--- src/rtl/mux32_arbiter_pkg.sv ---
// Shared constants and helpers for the two-requester mux arbiter.
// Pure declarations, no latency.
// No flow control lives here; the grant helper is a pure function of its inputs.
package mux32_arbiter_pkg;

   // Source identifiers, also the mux select encoding.
   localparam logic SRC_REQ0 = 1'b0;
   localparam logic SRC_REQ1 = 1'b1;

   // Default datapath and counter widths.
   localparam int DEF_WIDTH = 32;
   localparam int DEF_CNT_W = 16;

   // Result of one arbitration decision.
   typedef struct packed {
      logic vld;   // some requester is granted this cycle
      logic src;   // which one (meaningful only when vld)
   } grant_t;

   // Round-robin pick: a lone requester always wins; on a tie the source
   // that was not granted last time wins.
   function automatic grant_t arb_pick(input logic v0,
                                       input logic v1,
                                       input logic last);
      grant_t g;
      g.vld = v0 | v1;
      g.src = last;
      if (v0 && v1) begin
         g.src = ~last;
      end else if (v0) begin
         g.src = SRC_REQ0;
      end else if (v1) begin
         g.src = SRC_REQ1;
      end
      return g;
   endfunction

endpackage

--- src/rtl/mux32_arbiter_mux.sv ---
// Bit-sliced 2:1 word mux shared by both requesters (ctl=0 picks I0).
// Purely combinational, zero latency.
// No flow control; the arbiter decides when the output is captured.
module MUX32LAYERS2BY1
   import mux32_arbiter_pkg::*;
#(
   parameter int WIDTH = DEF_WIDTH
) (
   input  logic             ctl,
   input  logic [WIDTH-1:0] I0,
   input  logic [WIDTH-1:0] I1,
   output logic [WIDTH-1:0] O
);

   // One 2:1 cell per bit, all sharing the same select.
   for (genvar b = 0; b < WIDTH; b++) begin : g_layer
      assign O[b] = ctl ? I1[b] : I0[b];
   end

endmodule

--- src/rtl/mux32_arbiter.sv ---
// Round-robin arbiter sharing one word mux between two valid/ready requesters.
// Latency 1 cycle: a word accepted at an edge is on out_data right after it.
// Backpressure: a full output stage with out_ready low withholds both readies.
module mux32_arbiter
   import mux32_arbiter_pkg::*;
#(
   parameter int WIDTH = DEF_WIDTH,
   parameter int CNT_W = DEF_CNT_W
) (
   input  logic             clk,
   input  logic             rst_n,
   input  logic             req0_valid,
   input  logic [WIDTH-1:0] req0_data,
   output logic             req0_ready,
   input  logic             req1_valid,
   input  logic [WIDTH-1:0] req1_data,
   output logic             req1_ready,
   output logic             out_valid,
   output logic [WIDTH-1:0] out_data,
   output logic             out_src,
   input  logic             out_ready,
   output logic             sel,
   output logic [CNT_W-1:0] grant_cnt0,
   output logic [CNT_W-1:0] grant_cnt1
);

   localparam logic [CNT_W-1:0] CNT_ONE = {{(CNT_W-1){1'b0}}, 1'b1};

   logic             last;
   logic             load_en;
   logic             take;
   grant_t           grant;
   logic [WIDTH-1:0] mux_out;

   // Arbitration, select and ready generation for the current cycle.
   always_comb begin
      load_en    = ~out_valid | out_ready;
      grant      = arb_pick(req0_valid, req1_valid, last);
      // Hold the previous select when idle so the mux does not toggle.
      sel        = grant.vld ? grant.src : last;
      take       = rst_n & load_en & grant.vld;
      req0_ready = take & (grant.src == SRC_REQ0);
      req1_ready = take & (grant.src == SRC_REQ1);
   end

   MUX32LAYERS2BY1 #(
      .WIDTH (WIDTH)
   ) u_mux (
      .ctl (sel),
      .I0  (req0_data),
      .I1  (req1_data),
      .O   (mux_out)
   );

   // Output register stage: load on a grant, otherwise drain when consumed.
   always_ff @(posedge clk) begin
      if (!rst_n) begin
         out_valid <= 1'b0;
         out_data  <= '0;
         out_src   <= SRC_REQ0;
      end else if (take) begin
         out_valid <= 1'b1;
         out_data  <= mux_out;
         out_src   <= grant.src;
      end else if (out_valid && out_ready) begin
         out_valid <= 1'b0;
      end
   end

   // Round-robin pointer; resets to req1 so req0 wins the first tie.
   always_ff @(posedge clk) begin
      if (!rst_n) begin
         last <= SRC_REQ1;
      end else if (take) begin
         last <= grant.src;
      end
   end

   // Per-source accepted-word counters, wrapping without saturation.
   always_ff @(posedge clk) begin
      if (!rst_n) begin
         grant_cnt0 <= '0;
         grant_cnt1 <= '0;
      end else if (take) begin
         if (grant.src == SRC_REQ0) begin
            grant_cnt0 <= grant_cnt0 + CNT_ONE;
         end else begin
            grant_cnt1 <= grant_cnt1 + CNT_ONE;
         end
      end
   end

endmodule

--- config.mk ---
export PLATFORM = sky130hd
export DESIGN_NAME = mux32_arbiter
export DESIGN_NICKNAME = d
export VERILOG_FILES = /design/src/rtl/mux32_arbiter_pkg.sv /design/src/rtl/mux32_arbiter_mux.sv /design/src/rtl/mux32_arbiter.sv
export SDC_FILE = /design/constraint.sdc
export NUM_CORES = 1
export LEC_CHECK = 0
export ABC_AREA = 1
export CAP_MARGIN = 20
export CORE_MARGIN = 5
export CORE_UTILIZATION = 55
export CTS_BUF_LIST = sky130_fd_sc_hd__clkbuf_4 sky130_fd_sc_hd__clkbuf_8 sky130_fd_sc_hd__clkbuf_16
export DETAILED_ROUTE_END_ITERATION = 8
export DONT_BUFFER_PORTS = 1
export MAX_ROUTING_LAYER = met4
export PLACE_DENSITY_LB_ADDON = 0.2
export SYNTH_ARGS = -nofsm -noshare
export SYNTH_HDL_FRONTEND = slang
export SYNTH_SLANG_ARGS = --single-unit
--- constraint.sdc ---
create_clock -name clk -period 3.3 [get_ports clk]
set_input_delay 0.66 -clock clk [delete_from_list [all_inputs] [get_ports clk]]
set_output_delay 0.66 -clock clk [all_outputs]
set_load 0.05 [all_outputs]
==> results of run 1 <==
## through the flow
step                      total power [mW]  instance area, µm²
final                                1.969                3638
after global routing                 2.068                3638
after CTS                            1.995                3638
after detailed placement             1.180                3392
after global placement               1.175                3392
after floorplan                      1.147                3376
## kinds of logic (layout without fill, tap and decap cells)
logic type,Yosys count,count (layout)
buffers and inverters,69,68
DFF,67,67
adders and majority gates,2,2
and+or+nand+nor,349,349
AOI/OAI and AO/OA,55,55
## registers in the layout, indices dropped and copies added, names as in the netlist
register / count
out_src: 1
last: 1
grant_cnt0: 16
grant_cnt1: 16
out_data: 32
out_valid: 1
## synthesized netlist by cell type, types with 2 or more instances
master / number / share of area
nor3_1: 4 / 0.0059
nand3_1: 28 / 0.042
buf_2: 11 / 0.016
dfxtp_1: 67 / 0.40
nor2_2: 5 / 0.0093
o21ai_1: 2 / 0.0030
a21oi_1: 44 / 0.065
nand4_1: 8 / 0.015
inv_2: 2 / 0.0022
buf_6: 2 / 0.0067
nor2_1: 48 / 0.053
ha_1: 2 / 0.0074
nand2_1: 247 / 0.27
nand2_2: 2 / 0.0037
inv_1: 44 / 0.049
nand3b_1: 3 / 0.0067
clkbuf_1: 8 / 0.0089
nor2_4: 2 / 0.0067
o21ai_0: 6 / 0.0089
## report_power, final
part / internal, mW / total, mW / switching, mW
registers: 0.840 / 0.971 / 0.131
logic: 0.0580 / 0.188 / 0.130
clock network: 0.508 / 0.810 / 0.302
total: 1.41 / 1.97 / 0.563
## final cells by class
class | count | share of cell area
Multi-Input combinational cell | 406 | 0.4790
Sequential cell | 67 | 0.3686
Clock buffer | 13 | 0.04917
Inverter | 47 | 0.04849
Tap cell | 75 | 0.02579
Clock inverter | 3 | 0.01857
Timing Repair Buffer | 5 | 0.01032
## worst paths after layout
check                 start              to  slack, ns  cells after the start
hold reg to reg        last            last       0.56                      2
setup reg to reg  out_valid  grant_cnt0[13]       1.08                      6
hold / removal        rst_n            last       0.42                      1
setup / recovery  out_valid      req0_ready       0.69                      3
## per-layer routing
metal | wire, µm | part of all wire | GRT usage | vias up
met1 | 3457 | 0.42 | 0.2459 | 1430
li1 | - | - | - | 1667
met2 | 3843 | 0.46 | 0.3698 | 121
met5 | 0 | 0 | - | -
met3 | 843 | 0.10 | 0.07635 | 13
met4 | 152 | 0.018 | 0.08929 | 0
## worst register-to-register path, stage by stage, from the launching register on
cell     delay [ns]
dfxtp_1        0.49
nand2_1        0.26
nand3_4        0.22
nor2_4         0.65
nand2_1        0.25
nor3_1         0.20
nor2_1         0.06
==> impl_metrics.json, run 1 <==
{
  "status": "completed",
  "hold_viol": 0,
  "fmax_ghz": 0.3829,
  "synthSimpleGateAreaFrac": 0.4248,
  "fp.dieH_um": 88.35,
  "synth_edf_count": 0,
  "grt_setup_unrepaired": "no",
  "final_common_cell": "nand2_1",
  "grtUsageTotal": 0.2232,
  "tightestPinTransition_ns": 0.7813,
  "synthesis.area_mm2": 0.003376,
  "dominantRegCellSynth": "dfxtp_1",
  "cts_buffers": 9,
  "timing.slew.headroom": 0.4779,
  "synthesis.nets": 613,
  "crit_type": "reg -> out",
  "hold_path.class": "in -> reg",
  "avgSynthCellArea_um2": 6.228,
  "ff_latch_area_mm2": 0.001341,
  "ys_types": 26,
  "dieArea_mm2": 0.007805,
  "cts_max_level": 3,
  "die_w_um": 88.35,
  "async_flop_share": 0,
  "muxShareOfSynthArea": 0,
  "port_buffers": 0,
  "drtIter0Drc": 112,
  "final_cells": 616,
  "slew_violations": 0,
  "cp.required_ns": 2.64,
  "rows": 28,
  "layout_setup_ws_ns": 0.6883,
  "power_density_mw_per_mm2": 541.2,
  "ys_ff_latch": 67,
  "root_buffer": "clkbuf_8",
  "synth-adder-area-share": 0.007413,
  "final_util": 0.6109,
  "fin_hold_ws_ns": 0.4245,
  "synth_compound_area_frac": 0.08414,
  "fillCellCount": 565,
  "multi_input_area_mm2": 0.001743,
  "timing.setup.tns_ns": 0,
  "place_inst": 600,
  "viasPerCell": 5.245,
  "dp_hpwl_um": 5947,
  "critical_path_buf_inv_count": 0,
  "clock_sinks": 67,
  "grt_max_degree": 41,
  "core_area_mm2": 0.005956,
  "layout_common_cells": "nand2_1 (247), dfxtp_1 (67), nor2_1 (48)",
  "p_leak_nw": 1.554,
  "finalSetupViolCount": 0,
  "peakVddDrop_v": 0.0002621,
  "grt_pass1_wl_um": 13460,
  "post-cts-setup-buffer-count": 0,
  "dr.pass1.iters": 4,
  "period_minus_slack_ns": 2.612,
  "ys_seq_area_frac": 0.3973,
  "worstPathArrival_ns": 1.95,
  "io_pins": 138,
  "antenna_cells": 0,
  "gp_congestion": 0.8362,
  "insertion_delay_ns": 0.33,
  "area_growth_pct": 7.784,
  "wl_per_cell_um": 13.47,
  "cp-start-kind": "register",
  "start_util": 0.5668,
  "vias": 3231,
  "drive_above_1_share": 0.06470,
  "pre_cts_ws_ns": 0.8097,
  "max_stage_delay_ns": 0.65,
  "synth_top_family_by_area": "simple AND/OR/NAND/NOR gates",
  "antenna_left": 0,
  "ctsResizeCount": 0,
  "wl_um": 8297,
  "path_cells": "nand2_1, nand3_4, nor2_4",
  "syn_inst": 542,
  "cts_tree": "built",
  "grt_overflow": 0,
  "antenna_found_initial": 0,
  "grt_pass1_vias": 3016,
  "clock_skew_ns": 0.009158,
  "path_clk_slew_ns": 0.08,
  "cp_slowest_cell": "nor2_4",
  "period_share": 0.7914,
  "end_kind": "primary output",
  "yosysWarnings": 0,
  "cap_violations": 0,
  "drc_errors": 0,
  "holdBufCountCts": 0,
  "final_nets": 607,
  "cts_max_path_buffers": 2,
  "crit_family": "simple AND/OR/NAND/NOR gates",
  "synthXorXnorAreaFrac": 0,
  "cp_max_fo": 25
}
(Power assumes the default switching activity.)
==> run 2, diff against run 1 <==
- clock period: 3.3 -> 2.59 ns (I/O delays scaled with it)
==> impl_metrics.json, run 2 (synthesis gave the netlist of run 1 again) <==
{
  "ff_latch_area_mm2": 0.001341,
  "regMostFlops": "out_data",
  "cts_max_level": 3,
  "cp_max_fo": 16,
  "p_clk_frac": 0.383,
  "area_growth_pct": 11.34,
  "top_layer_used": "met4",
  "crit_type": "reg -> out",
  "end_kind": "primary output",
  "rows": 28,
  "pre_cts_ws_ns": 0.4712,
  "final_cells": 635,
  "drc_errors": 0,
  "wl_per_cell_um": 13.31,
  "clock_skew_ns": 0.009897,
  "place_inst": 620,
  "antenna_cells": 0,
  "worstPathArrival_ns": 1.49,
  "root_buffer": "clkbuf_8",
  "fmax_ghz": 0.4980,
  "grt_setup_unrepaired": "no",
  "wl_met3_um": 729,
  "cp.required_ns": 2.07,
  "io_pins": 138,
  "grt_max_degree": 40,
  "grtUsageTotal": 0.2246,
  "start_util": 0.5668,
  "viasPerCell": 5.135,
  "period_minus_slack_ns": 2.008,
  "reg_top3": "out_data (32), grant_cnt0 (16), grant_cnt1 (16)",
  "timing.setup.tns_ns": 0,
  "wl_met2_um": 4046,
  "drtIter0Drc": 119,
  "antenna_left": 0,
  "cp-start-kind": "register",
  "cts_buffers": 9,
  "fillCellCount": 560,
  "grt_overflow": 0,
  "holdBufCountCts": 0,
  "multi_input_area_mm2": 0.001743,
  "grt_pass1_wl_um": 13500,
  "status": "completed",
  "core_area_mm2": 0.005956,
  "final_common_cell": "nand2_1",
  "fin_area_mm2": 0.003759,
  "period_share": 0.7753,
  "drive_above_1_share": 0.09643,
  "reg2reg_depth": 8,
  "wl_um": 8454,
  "power.internal_mw": 1.711,
  "dieArea_mm2": 0.007805,
  "switchingPower_mw": 0.7040,
  "vias": 3261,
  "cts_max_path_buffers": 2,
  "finalSetupViolCount": 0,
  "clock_sinks": 67,
  "combPwrFrac": 0.116,
  "cts_tree": "built",
  "die_w_um": 88.35,
  "dr.pass1.iters": 5,
  "layout_common_cells": "nand2_1 (247), dfxtp_1 (67), nor2_1 (48)",
  "largest_reg_flops": 32,
  "timing.slew.headroom": 0.5308,
  "post-cts-setup-buffer-count": 0,
  "peakVddDrop_v": 0.0003390,
  "dp_hpwl_um": 6112,
  "power.share.switching": 0.2915,
  "hold_viol": 0,
  "min_path_cells": 1,
  "cap_violations": 0,
  "wl_met1_um": 3560,
  "antenna_found_initial": 0,
  "fp.dieH_um": 88.35,
  "power_density_mw_per_mm2": 642.5,
  "ctsResizeCount": 0,
  "port_buffers": 0,
  "slew_violations": 0,
  "insertion_delay_ns": 0.32,
  "p_leak_nw": 1.652,
  "grt_pass1_vias": 3056,
  "layout_setup_ws_ns": 0.5819,
  "p_seq_frac": 0.501,
  "hold_path.class": "in -> reg",
  "final_nets": 627,
  "tightestPinTransition_ns": 0.6995,
  "gp_congestion": 0.8226,
  "path_clk_slew_ns": 0.07,
  "placed_cell_area_mm2": 0.003542
}
run 2: final cells by class:
| cell class | instances | area share |
|---|---|---|
| Tap cell | 75 | 0.02497 |
| Clock buffer | 14 | 0.04960 |
| Inverter | 47 | 0.04694 |
| Clock inverter | 1 | 0.007989 |
| Sequential cell | 67 | 0.3569 |
| Timing Repair Buffer | 25 | 0.04993 |
| Multi-Input combinational cell | 406 | 0.4637 |
run 2: critical path, cell delays in order, from the launching register on:
cell	delay (ns)
dfxtp_1	0.42
inv_2	0.06
nand2_1	0.07
nand2_2	0.07
nor2_4	0.54
run 2: through the flow:
step                        util  hold WS [ns]  total power [mW]
final                     0.6311        0.3030             2.415
after detailed placement  0.5947        0.4955             1.515
after floorplan                -        0.5161             1.462
after CTS                 0.6311        0.2810             2.444
after global routing      0.6311        0.2900             2.537
after global placement    0.5947        0.4825             1.510
run 2: path summary, 6_finish.rpt:
path                 startpoint              to  slack [ns]
setup / recovery           last      req0_ready        0.58
hold / removal            rst_n            last        0.30
setup reg to reg           last  grant_cnt1[14]        0.62
hold reg to reg   grant_cnt0[7]   grant_cnt0[7]        0.51
run 2: power by group through the flow:
stage	Sequential (mW)	Clock, mW	Combinational, mW
after CTS	1.21	0.951	0.283
after global routing	1.21	1.00	0.320
after global placement	1.23	0	0.276
after detailed placement	1.23	0	0.282
final	1.21	0.924	0.281
after floorplan	1.25	0	0.214
run 2: routing by layer:
layer,GRT usage,vias up
met5,-,-
met4,0.09203,0
met3,0.06704,12
met2,0.3712,118
met1,0.2533,1417
li1,-,1714
